--- src/rtl/dut_launcher_pkg.sv ---
// Shared types and helpers for the program-handshake launcher.
package dut_launcher_pkg;

    typedef enum logic [2:0] {
        L_IDLE,
        L_RESET,
        L_LOAD,
        L_START,
        L_WAIT,
        L_UNLOAD,
        L_DONE
    } launch_state_t;

    // Index counter width: covers byte indices 0..255 and init holds up to 256 cycles.
    localparam int IDX_W = 8;

    function automatic logic is_busy(input launch_state_t s);
        return (s != L_IDLE) && (s != L_DONE);
    endfunction

endpackage

--- src/rtl/dut_launcher_counter.sv ---
// Saturating up-counter with clear, load-one and terminal-match flag.
module launch_counter #(
    parameter int W = 8
) (
    input  logic         clk_i,
    input  logic         rst_n_i,
    input  logic         clr_i,
    input  logic         ld1_i,
    input  logic         inc_i,
    input  logic [W-1:0] match_i,
    output logic [W-1:0] cnt_o,
    output logic         tc_o
);

    logic [W-1:0] cnt_q, cnt_d;

    always_comb begin
        cnt_d = cnt_q;
        if (clr_i)
            cnt_d = '0;
        else if (ld1_i)
            cnt_d = W'(1);
        else if (inc_i && (cnt_q != '1))
            cnt_d = cnt_q + W'(1);
    end

    always_ff @(posedge clk_i or negedge rst_n_i) begin
        if (!rst_n_i)
            cnt_q <= '0;
        else
            cnt_q <= cnt_d;
    end

    assign cnt_o = cnt_q;
    assign tc_o  = (cnt_q == match_i);

endmodule

--- src/rtl/dut_launcher.sv ---
// Host-side initiator for the core's init/req/ack handshake: reset, preload,
// launch, time the run and copy the result window into a capture buffer.
//   state    | meaning
//   L_IDLE   | waiting for start after reset
//   L_RESET  | core held in init for INIT_CYCLES cycles
//   L_LOAD   | one preload byte written per cycle
//   L_START  | single-cycle req pulse, latency counter loads 1
//   L_WAIT   | counting until ack or timeout
//   L_UNLOAD | one result byte captured per cycle
//   L_DONE   | run finished, results stable until next start
module dut_launcher
    import dut_launcher_pkg::*;
#(
    parameter int INIT_CYCLES = 4,
    parameter int LOAD_BASE   = 0,
    parameter int LOAD_LEN    = 64,
    parameter int RES_BASE    = 64,
    parameter int RES_LEN     = 64,
    parameter int CW          = 16,
    parameter int TIMEOUT     = 4000
) (
    input  logic          clk_i,
    input  logic          init_n_i,
    input  logic          start_i,
    output logic [7:0]    src_addr_o,
    input  logic [7:0]    src_data_i,
    output logic          dut_init_o,
    output logic          dut_req_o,
    input  logic          dut_ack_i,
    output logic          mem_we_o,
    output logic [7:0]    mem_addr_o,
    output logic [7:0]    mem_wdata_o,
    input  logic [7:0]    mem_rdata_i,
    output logic          res_we_o,
    output logic [7:0]    res_addr_o,
    output logic [7:0]    res_data_o,
    output logic          busy_o,
    output logic          done_o,
    output logic          timed_out_o,
    output logic [CW-1:0] cycles_o
);

    // A timeout beyond the counter's reach can never fire; the counter just saturates.
    localparam bit TO_REACH = (TIMEOUT <= (2 ** CW) - 1);
    localparam logic [CW-1:0] TO_MATCH = TO_REACH ? CW'(TIMEOUT) : '0;

    launch_state_t   state_q;
    logic            timed_out_q;
    logic [CW-1:0]   cycles_q;

    logic [IDX_W-1:0] idx_cnt, idx_match;
    logic             idx_tc, idx_inc;
    logic [CW-1:0]    lat_cnt;
    logic             lat_tc, to_hit;

    always_comb begin
        idx_match = '0;
        case (state_q)
            L_RESET:  idx_match = IDX_W'(INIT_CYCLES - 1);
            L_LOAD:   idx_match = IDX_W'(LOAD_LEN - 1);
            L_UNLOAD: idx_match = IDX_W'(RES_LEN - 1);
            default:  idx_match = '0;
        endcase
    end

    assign idx_inc = ((state_q == L_RESET) || (state_q == L_LOAD) || (state_q == L_UNLOAD))
                     && !idx_tc;

    launch_counter #(.W(IDX_W)) u_idx (
        .clk_i   (clk_i),
        .rst_n_i (init_n_i),
        .clr_i   (!idx_inc),
        .ld1_i   (1'b0),
        .inc_i   (idx_inc),
        .match_i (idx_match),
        .cnt_o   (idx_cnt),
        .tc_o    (idx_tc)
    );

    launch_counter #(.W(CW)) u_lat (
        .clk_i   (clk_i),
        .rst_n_i (init_n_i),
        .clr_i   (state_q == L_IDLE),
        .ld1_i   (state_q == L_START),
        .inc_i   (state_q == L_WAIT),
        .match_i (TO_MATCH),
        .cnt_o   (lat_cnt),
        .tc_o    (lat_tc)
    );

    assign to_hit = TO_REACH && lat_tc;

    always_ff @(posedge clk_i or negedge init_n_i) begin
        if (!init_n_i) begin
            state_q     <= L_IDLE;
            timed_out_q <= 1'b0;
            cycles_q    <= '0;
        end else begin
            case (state_q)
                L_IDLE, L_DONE: begin
                    if (start_i) begin
                        state_q     <= L_RESET;
                        timed_out_q <= 1'b0;
                        cycles_q    <= '0;
                    end
                end
                L_RESET:  if (idx_tc) state_q <= L_LOAD;
                L_LOAD:   if (idx_tc) state_q <= L_START;
                L_START:  state_q <= L_WAIT;
                L_WAIT: begin
                    // Ack wins over a timeout landing on the same cycle.
                    if (dut_ack_i) begin
                        cycles_q <= lat_cnt;
                        state_q  <= L_UNLOAD;
                    end else if (to_hit) begin
                        cycles_q    <= TO_MATCH;
                        timed_out_q <= 1'b1;
                        state_q     <= L_DONE;
                    end
                end
                L_UNLOAD: if (idx_tc) state_q <= L_DONE;
                default:  state_q <= L_IDLE;
            endcase
        end
    end

    always_comb begin
        src_addr_o  = '0;
        mem_we_o    = 1'b0;
        mem_addr_o  = '0;
        mem_wdata_o = '0;
        res_we_o    = 1'b0;
        res_addr_o  = '0;
        res_data_o  = '0;
        if (state_q == L_LOAD) begin
            src_addr_o  = idx_cnt;
            mem_we_o    = 1'b1;
            mem_addr_o  = 8'(LOAD_BASE) + idx_cnt;
            mem_wdata_o = src_data_i;
        end else if (state_q == L_UNLOAD) begin
            mem_addr_o = 8'(RES_BASE) + idx_cnt;
            res_we_o   = 1'b1;
            res_addr_o = idx_cnt;
            res_data_o = mem_rdata_i;
        end
    end

    assign dut_init_o  = (state_q == L_RESET);
    assign dut_req_o   = (state_q == L_START);
    assign busy_o      = is_busy(state_q);
    assign done_o      = (state_q == L_DONE);
    assign timed_out_o = timed_out_q;
    assign cycles_o    = cycles_q;

endmodule

--- config.mk ---
export PLATFORM = sky130hd
export DESIGN_NAME = dut_launcher
export DESIGN_NICKNAME = d
export VERILOG_FILES = /design/src/rtl/dut_launcher_pkg.sv /design/src/rtl/dut_launcher_counter.sv /design/src/rtl/dut_launcher.sv
export SDC_FILE = /design/constraint.sdc
export NUM_CORES = 1
export LEC_CHECK = 0
export ABC_AREA = 0
export CAP_MARGIN = 20
export CORE_UTILIZATION = 48
export CTS_BUF_LIST = sky130_fd_sc_hd__clkbuf_2 sky130_fd_sc_hd__clkbuf_4 sky130_fd_sc_hd__clkbuf_8
export DETAILED_ROUTE_END_ITERATION = 10
export PLACE_DENSITY = 0.86
export SLEW_MARGIN = 0
export SYNTH_ARGS = -nofsm -noshare
export SYNTH_HDL_FRONTEND = slang
export SYNTH_SLANG_ARGS = --single-unit
--- constraint.sdc ---
create_clock -name clk_i -period 2.2 [get_ports clk_i]
set_clock_uncertainty 0.05 [all_clocks]
set_input_delay 0.55 -clock clk_i [delete_from_list [all_inputs] [get_ports clk_i]]
set_output_delay 0.55 -clock clk_i [all_outputs]
set_load 0.03 [all_outputs]
==> out/results.ini, run 1 <==
[outcome]
status=complete, but fails checks
failed_checks=setup timing

[synthesis]
synth_compound_area_share_pct=12.03
syn_area_per_cell_sq_um=8.730
yosys-mux-area-fraction_pct=1.128
synthSimpleGateAreaFrac_pct=34.49
syn_inst=305
synth_seq_cells=44
ys_seq_area_share_pct=41.35
yosysWarnings=0
synthesis.area_sq_mm=0.002663
synthXorXnorAreaFrac_pct=3.947
yosys-top-cells-area=dfrtp_1 41%, and3_1 5.6%, and2_1 4.9%, nand2_1 4.9%, nand3_1 4.5%
synthAdderAreaFrac_pct=2.726
synth_top_cell_by_area=dfrtp_1
synth-edff-count=0
synthFlopType=dfrtp_1
synthArstFlopShare_pct=100.0
synth.distinct_cells=56
yosysTopAreaCellShare_pct=41.35
syn_nets=330
synth_top_family_by_area=simple AND/OR/NAND/NOR gates

[floorplan]
pin_count=83
coreArea_sq_mm=0.005238
fp.dieW_um=76.48
initial_core_util_pct=50.84
die_area_sq_mm=0.005849
num_rows=26
die_y_um=76.48

[setup_path]
reg2reg_slack_ns=0.03
cp_data_arrival_time_ns=1.72
endpoint_kind=output pin
cp_top_family=simple AND/OR/NAND/NOR gates
crit_required_ns=1.60
critPathKind=reg2out
cp-start-kind=flop
rr_worst_depth=6
cpPeakStageDelay_ns=0.43
cp.buffers_inverters=3
cp.depth=6
crit_path_frequent_cell=buf_6
path_cells=buf_6 -> buf_6 -> and3_4 -> or2_4 -> and2_4 -> buf_6
worst-path-max-fanout=6
crit_slowest_cell=dfrtp_1

[layout]
fin_nets=441
drive_gt1_share_pct=33.09
diodes=0
mostFrequentLayoutCells=54 x buf_4, 44 x dfrtp_1, 35 x nand2_1, 35 x clkdlybuf4s50_1, 31 x buf_6
final_common_cell=buf_4
finalInstanceArea_sq_mm=0.004015
syn2layout_area_growth_pct=50.80

[timing]
max_slew_margin_pct=64.99
rsz0062_at_grt=true
fin_ws_ns=-0.1242
tightest_slew_ns=0.5237
report.final.slew_viol_count=0
fmax_mhz=430.3
fin_crit_sh_pct=105.6
fin_setup_tns_ns=-1.185
hold_violations=0
setup_viol=27
fin_crit_ns=2.324

[detailed_routing]
drt-pass1-iter-count=4
wl_per_cell_um=17.57
ant_nets=0
viasPerCell=5.731
drtIter0Drc=248
finalWirelength_um=8558
route.detailed.drc=0
via_count=2791

[place]
dpl-instance-area_sq_mm=0.003607
port_buffers=82
gp_congestion=0.8797
dp_hpwl_um=5582

[cts]
clkTransAtPathRegs_ns=0.08
cts_made_buffers=5
cts_tree=yes
clock_sinks=44
htreeDepth=2
cts-root-buf=clkbuf_8
cts_max_path_buffers=2
clock_latency_ns=0.30

[grt]
grt_start_max_net_pins=27
gr-usage-all-layers_pct=28.69
antenna_found_initial=0
overflow=0
grt_pass1_wl_um=13120
first_global_vias=2672

[hold_path]
hp-class=in2async

[power]
irDropWorstVdd_v=0.0006876
p_per_area_mw_per_mm2=1010
p_leak_uw=0.001963

[flow_run]
cap_violations=0

stage by stage:
step / std cells / util [%] / hold WS (ns) / total power [uW] / worst slack (ns)
after floorplan: 305 / - / 0.2044 / 2268 / -0.1220
after global placement: 465 / 68.87 / 0.4303 / 2982 / 0.03467
after detailed placement: 465 / 68.87 / 0.4347 / 3030 / 0.001186
after CTS: 479 / 75.13 / 0.1684 / 3828 / -0.08632
after global routing: 487 / 76.66 / 0.1718 / 4234 / -0.1588
final: 487 / 76.66 / 0.1595 / 4056 / -0.1242
synth_stat cells (2+ instances only):
| cell | n |
|---|---|
| nor2_1 | 29 |
| o31ai_1 | 2 |
| mux2i_1 | 3 |
| or4_1 | 2 |
| ha_1 | 5 |
| o21ai_1 | 2 |
| and3_1 | 24 |
| a21oi_1 | 8 |
| nand3_1 | 24 |
| nand4_1 | 4 |
| inv_1 | 7 |
| nor2b_1 | 2 |
| clkbuf_1 | 13 |
| xnor2_1 | 5 |
| a21o_1 | 4 |
| buf_2 | 4 |
| o211ai_1 | 4 |
| nor4_1 | 3 |
| or2_2 | 4 |
| nand2_1 | 35 |
| nor4_2 | 2 |
| or3_1 | 3 |
| dfrtp_1 | 44 |
| xor2_1 | 7 |
| o21ai_0 | 7 |
| a211o_1 | 2 |
| and2_1 | 21 |
| a31oi_1 | 2 |
| nor3_1 | 6 |
state kept, by name, indices dropped and copies added (netlist names):
signal / cells
state_q: 3
u_lat.cnt_o: 16
u_idx.cnt_o: 8
cycles_o: 16
timed_out_o: 1
report_power, final:
part | switching (uW) | total, uW | internal [uW]
Sequential | 114 | 1050 | 932
Combinational | 1410 | 2450 | 1040
Clock | 288 | 556 | 268
layout make-up:
cell class                      count  area, sq um
Clock buffer                        7        90.09
Clock inverter                      1        7.507
Fill cell                         330         1222
Inverter                            8        30.03
Multi-Input combinational cell    233         1553
Sequential cell                    44         1101
Tap cell                           70        87.58
Timing Repair Buffer              124         1146
layer usage:
layer	up-vias	global-route usage (%)	wire length [um]
li1	1289	-	-
met1	1332	33.08	3275
met2	143	51.26	4429
met3	27	4.431	506
met4	0	14.42	347
met5	-	0	0
worst reg2reg max path: stages, from the launching register on:
cell,delay [ns]
dfrtp_1,0.42
buf_6,0.16
buf_4,0.11
or3b_1,0.50
nor3_1,0.42
nand3_1,0.21
o211a_1,0.19
kinds of logic after synthesis:
group	count (synthesis)
and+or+nand+nor	169
buffers and inverters	28
muxes	3
adders and majority gates	6
xor gates and xnor gates	12
DFF	44
AOI/OAI and AO/OA	43
final timing paths:
path | from | to
setup / recovery | state_q[0]$_DFFE_PN0P_ | mem_addr_o[2]
hold / removal | init_n_i | u_idx.cnt_o[2]$_DFFE_PN0P_
setup reg to reg | state_q[2]$_DFFE_PN0P_ | u_lat.cnt_o[8]$_DFFE_PN0P_
hold reg to reg | cycles_o[3]$_DFFE_PN0P_ | cycles_o[3]$_DFFE_PN0P_
max in group asynchronous | init_n_i | u_lat.cnt_o[2]$_DFFE_PN0P_
min in group clk_i | cycles_o[3]$_DFFE_PN0P_ | cycles_o[3]$_DFFE_PN0P_
timing repair:
item                                    in CTS  in global routing
cloned                                       1                  1
hold buffers                                 0                  0
setup buffers                                5                  7
pin swaps                                    7                  9
gates resized for setup                     58                 12
endpoints found under the setup margin      42                 43
(Power assumes the default switching activity.)
==> run 2: changes to the inputs <==
Settings changed: CORE_UTILIZATION 48 to 50, PLACE_DENSITY 0.86 to 0.89.
Clock period 2.2 ns to 3 ns, I/O delays scaled along.
==> out/results.ini, run 2 (same netlist as run 1, synthesis figures left out) <==
[setup_path]
cp-start-kind=flop
r2r-start=state_q[0]$_DFFE_PN0P_
r2r_end=state_q[0]$_DFFE_PN0P_
worst-path-max-fanout=10  ; +4
endpoint_kind=output pin
cp_data_arrival_time_ns=2.01  ; +0.29 ns
crit_required_ns=2.20  ; +0.60 ns
reg2reg_slack_ns=0.69  ; +0.66 ns
critPathKind=reg2out
rr_worst_depth=7  ; +1
cp.buffers_inverters=2  ; -1
cpPeakStageDelay_ns=0.58  ; +0.15 ns
path_cells=clkinvlp_4 -> and3_1 -> a21o_1 -> clkdlybuf4s50_1
cp_top_family=buffers and inverters
crit_slowest_cell=clkdlybuf4s50_1

[outcome]
status=complete, no violations

[floorplan]
num_rows=26  ; unchanged
fp.dieW_um=74.98  ; -2.0%
die_area_sq_mm=0.005621  ; -3.9%
initial_core_util_pct=52.13  ; +1.3 points
die_y_um=74.98  ; -2.0%
coreArea_sq_mm=0.005107  ; -2.5%
pin_count=83  ; unchanged

[place]
dp_hpwl_um=4877  ; -13%
port_buffers=82  ; unchanged
gp_congestion=0.9444  ; +7.4%

[detailed_routing]
route.detailed.drc=0  ; unchanged
drtIter0Drc=212  ; -15%
finalWirelength_um=6699  ; -22%
viasPerCell=5.638  ; -1.6%
via_count=2537  ; -9.1%
wl_per_cell_um=14.89  ; -15%
drt-pass1-iter-count=4  ; unchanged
ant_nets=0  ; unchanged

[power]
p_leak_uw=0.001778  ; -9.4%
clkPwrFrac_pct=18.1  ; +4.4 points
p_per_area_mw_per_mm2=722.7  ; -28%
pwr-share-seq_pct=31.5  ; +5.7 points
sw_frac_of_total_pct=44.51  ; -0.22 points
p_sw_uw=1149  ; -37%
internal-power_uw=1433  ; -36%
irDropWorstVdd_v=0.0005554  ; -19%
combPwrFrac_pct=50.4  ; -10 points

[hold_path]
hold_depth=1
min_to=timed_out_o$_DFFE_PN0P_
hp-class=reg2reg
holdCritStartpoint=timed_out_o$_DFFE_PN0P_

[grt]
gr-usage-all-layers_pct=24.30  ; -4.4 points
first_global_vias=2200  ; -18%
grt_start_max_net_pins=45  ; +67%
overflow=0  ; unchanged
grt_pass1_wl_um=10290  ; -22%
antenna_found_initial=0  ; unchanged

[timing]
rsz0062_at_grt=false
report.final.slew_viol_count=0  ; unchanged
fin_crit_ns=2.807
tightest_slew_ns=0.9585  ; +0.4348 ns
setup_viol=0  ; -100%
fmax_mhz=356.3
fin_setup_tns_ns=0  ; +1.185 ns
hold_violations=0  ; unchanged
max_slew_margin_pct=36.10  ; -29 points
fin_crit_sh_pct=93.56

[cts]
cts_max_path_buffers=2  ; unchanged
htreeDepth=2  ; unchanged
cts_made_buffers=5  ; unchanged
clock_sinks=44  ; unchanged
cts_tree=yes
clock_latency_ns=0.30  ; about the same
cts_hold_buf=0  ; unchanged
clkTransAtPathRegs_ns=0.09  ; about the same
cts-root-buf=clkbuf_8

[layout]
final_common_cell=buf_4
drive_gt1_share_pct=18.68  ; -14 points
fin_nets=404  ; -8.4%
mostFrequentLayoutCells=42 x buf_4, 41 x dfrtp_1, 39 x clkdlybuf4s50_1
syn2layout_area_growth_pct=34.21
diodes=0  ; unchanged
fin_util_pct=69.97  ; -6.7 points

[flow_run]
cap_violations=0  ; unchanged

==> run 2: per-stage QoR <==
step	cell area, sq um	cells	setup slack (ns)	hold slack, ns	power (uW)
3_3_place_gp	3426	442	0.3912	0.4249	2073
6_report	3573	450	0.1931	0.4510	2582
2_1_floorplan	2663	305	0.1331	0.4044	1653
3_5_place_dp	3426	442	0.3291	0.4377	2099
4_1_cts	3547	450	0.01027	0.4561	2567
5_1_grt	3573	450	0.04663	0.4836	2737
==> run 2: layout make-up <==
type                    instances  area, sq um
fillers                       399         1534
multi-input cells             233         1459
flip-flops and latches         44         1105
repair buffers                 87        773.2
well taps                      70        87.58
clock buffers                   5        68.82
clock inverters                 3        46.29
inverters                       8        33.78
==> run 2: routing by layer <==
| layer | vias to the layer above | global-route usage (%) | wire (um) |
|---|---|---|---|
| met1 | 1215 | 33.90 | 2890 |
| li1 | 1217 | - | - |
| met5 | - | 0 | 0 |
| met4 | 0 | 7.757 | 83 |
| met3 | 7 | 4.016 | 386 |
| met2 | 98 | 38.74 | 3339 |
==> run 2: worst max path at each step <==
stage	from	to	slack, ns	cells after the start
global route	state_q[0]$_DFFE_PN0P_	res_addr_o[5]	0.05	5
global placement	state_q[1]$_DFFE_PN0P_	mem_addr_o[7]	0.39	4
floorplan	state_q[2]$_DFFE_PN0P_	mem_addr_o[7]	0.13	4
CTS	state_q[1]$_DFFE_PN0P_	mem_addr_o[6]	0.01	4
finish	state_q[1]$_DFFE_PN0P_	mem_addr_o[6]	0.19	4
detailed placement	state_q[1]$_DFFE_PN0P_	mem_addr_o[7]	0.33	4
==> run 2: power by group through the flow <==
| stage | clock (uW) | sequential (uW) | combinational (uW) |
|---|---|---|---|
| 2_1_floorplan | 0 | 844 | 809 |
| 3_3_place_gp | 0 | 806 | 1270 |
| 3_5_place_dp | 0 | 813 | 1290 |
| 4_1_cts | 471 | 802 | 1290 |
| 5_1_grt | 497 | 834 | 1410 |
| 6_report | 468 | 813 | 1300 |
==> run 2: what timing repair did <==
| item | 4_1_cts | 5_1_grt |
|---|---|---|
| gates resized for setup | 1 | 10 |
| setup buffers | 0 | 0 |
| endpoints found under the setup margin | 1 | 13 |
==> run 3: changes to the inputs <==
Settings changed: SKIP_LAST_GASP from default to 1.
==> out/results.ini, run 3 (same netlist as run 1, synthesis figures left out) <==
[setup_path]
crit_required_ns=2.20  ; about the same
endpoint_kind=output pin
cp_data_arrival_time_ns=2.14  ; +0.13 ns
cp.buffers_inverters=2  ; unchanged
cp_top_family=buffers and inverters
critPathKind=reg2out
cpPeakStageDelay_ns=0.66  ; +0.08 ns
cp-start-kind=flop
path_cells=clkinvlp_4 -> nor4_1 -> a21o_1 -> clkdlybuf4s50_1
worst-path-max-fanout=10  ; unchanged
crit_slowest_cell=clkdlybuf4s50_1

[layout]
fin_nets=404  ; unchanged
mostFrequentLayoutCells=42 x dfrtp_1, 42 x buf_4, 40 x clkdlybuf4s50_1
fin_util_pct=69.77  ; -0.20 points
nFillCells=398  ; -0.25%
finalInstanceArea_sq_mm=0.003563  ; -0.28%
seqCellArea_sq_mm=0.001104  ; -0.11%
multi_input_area_sq_mm=0.001453  ; -0.43%
diodes=0  ; unchanged
syn2layout_area_growth_pct=33.83
drive_gt1_share_pct=18.16  ; -0.53 points

[detailed_routing]
ant_nets=0  ; unchanged
route.detailed.drc=0  ; unchanged
finalWirelength_um=6640  ; -0.88%
via_count=2517  ; -0.79%
viasPerCell=5.593  ; -0.79%
wl_per_cell_um=14.76  ; -0.88%
drt-pass1-iter-count=4  ; unchanged
drtIter0Drc=215  ; +1.4%

[power]
combPwrFrac_pct=50.4  ; about the same
internal-power_uw=1431  ; -0.14%
clkPwrFrac_pct=18.2  ; about the same
finalPower_uw=2575  ; -0.28%
sw_frac_of_total_pct=44.43  ; -0.078 points
p_per_area_mw_per_mm2=722.7  ; about the same
p_sw_uw=1144  ; -0.45%
p_leak_uw=0.001760  ; -1.0%
irDropWorstVdd_v=0.0005499  ; -0.99%
pwr-share-seq_pct=31.4  ; about the same

[outcome]
status=complete, no violations

[timing]
report.final.slew_viol_count=0  ; unchanged
fin_crit_ns=2.943  ; +0.1361 ns
fin_setup_tns_ns=0  ; unchanged
fin_crit_sh_pct=98.10  ; +4.5 points
rsz0062_at_grt=true
tightest_slew_ns=0.9392  ; -0.01930 ns
max_slew_margin_pct=37.39  ; +1.3 points
fmax_mhz=339.8  ; -4.6%
setup_viol=0  ; unchanged
hold_violations=0  ; unchanged

[cts]
cts_max_path_buffers=2  ; unchanged
cts-root-buf=clkbuf_8
cts_hold_buf=0  ; unchanged
clock_latency_ns=0.30  ; about the same
cts_tree=yes
cts_setup_buffers=0  ; unchanged
clock_sinks=44  ; unchanged
clkTransAtPathRegs_ns=0.09  ; about the same
htreeDepth=2  ; unchanged
cts_made_buffers=5  ; unchanged

[floorplan]
pin_count=83  ; unchanged
num_rows=26  ; unchanged
fp.dieW_um=74.98  ; unchanged
die_y_um=74.98  ; unchanged
initial_core_util_pct=52.13  ; unchanged
die_area_sq_mm=0.005621  ; unchanged
coreArea_sq_mm=0.005107  ; unchanged

[grt]
overflow=0  ; unchanged
first_global_vias=2200  ; unchanged
gr-usage-all-layers_pct=24.30  ; unchanged
grt_start_max_net_pins=45  ; unchanged
grt_pass1_wl_um=10290  ; unchanged
antenna_found_initial=0  ; unchanged

[place]
gp_congestion=0.9444  ; unchanged
dp_hpwl_um=4877  ; unchanged
port_buffers=82  ; unchanged
dpl-instance-area_sq_mm=0.003426  ; unchanged

[hold_path]
hp-class=reg2reg

[flow_run]
cap_violations=0  ; unchanged

==> run 3: power by group through the flow <==
stage | logic (uW) | registers (uW) | clock network (uW)
after floorplan | 809 | 844 | 0
after global placement | 1270 | 806 | 0
after detailed placement | 1290 | 813 | 0
after CTS | 1290 | 802 | 471
after global routing | 1400 | 829 | 497
final | 1300 | 809 | 467
==> run 3: routing by layer <==
layer / vias up / routed length (um) / track usage, %
met5: - / 0 / 0
met4: 0 / 81 / 7.757
met1: 1195 / 2932 / 33.90
met3: 7 / 338 / 4.016
li1: 1221 / - / -
met2: 94 / 3287 / 38.74
==> run 3: final timing paths <==
kind                                          from                      end  slack, ns  cells past startpoint
setup / recovery            state_q[1]$_DFFE_PN0P_            mem_addr_o[6]       0.06                      4
hold / removal             timed_out_o$_DFFE_PN0P_  timed_out_o$_DFFE_PN0P_       0.45                      1
setup reg to reg            state_q[0]$_DFFE_PN0P_   state_q[0]$_DFFE_PN0P_       0.71                      7
hold reg to reg            timed_out_o$_DFFE_PN0P_  timed_out_o$_DFFE_PN0P_       0.45                      1
max in group asynchronous                 init_n_i   state_q[2]$_DFFE_PN0P_       1.72                      1
min in group asynchronous                 init_n_i  cycles_o[5]$_DFFE_PN0P_       0.53                      1
==> run 3: final cells by class <==
cell class,instances,area share [%]
flip-flops and latches,44,30.97
clock buffers,5,1.931
clock inverters,3,1.299
inverters,8,0.9480
multi-input cells,233,40.77
well taps,70,2.458
repair buffers,87,21.63
==> run 3: worst reg2reg max path, delay by kind of cell, from the launching register on <==
kind / cells / cell delay [ns]
muxes: 1 / 0.21
DFF: 1 / 0.49
and+or+nand+nor: 1 / 0.17
AOI/OAI and AO/OA: 2 / 0.73
buffers and inverters: 3 / 0.54
==> run 3: what timing repair did <==
action                                  in CTS  in global routing
gates resized for setup                      1                  7
endpoints found under the setup margin       1                 13
gates cloned                                 0                  0
==> run 3: per-stage QoR <==
step	cells	hold WS [ns]	setup WS, ns
2_1_floorplan	305	0.4044	0.1331
3_3_place_gp	442	0.4249	0.3912
3_5_place_dp	442	0.4377	0.3291
4_1_cts	450	0.4561	0.01027
5_1_grt	450	0.4836	-0.07215
6_report	450	0.4525	0.05703
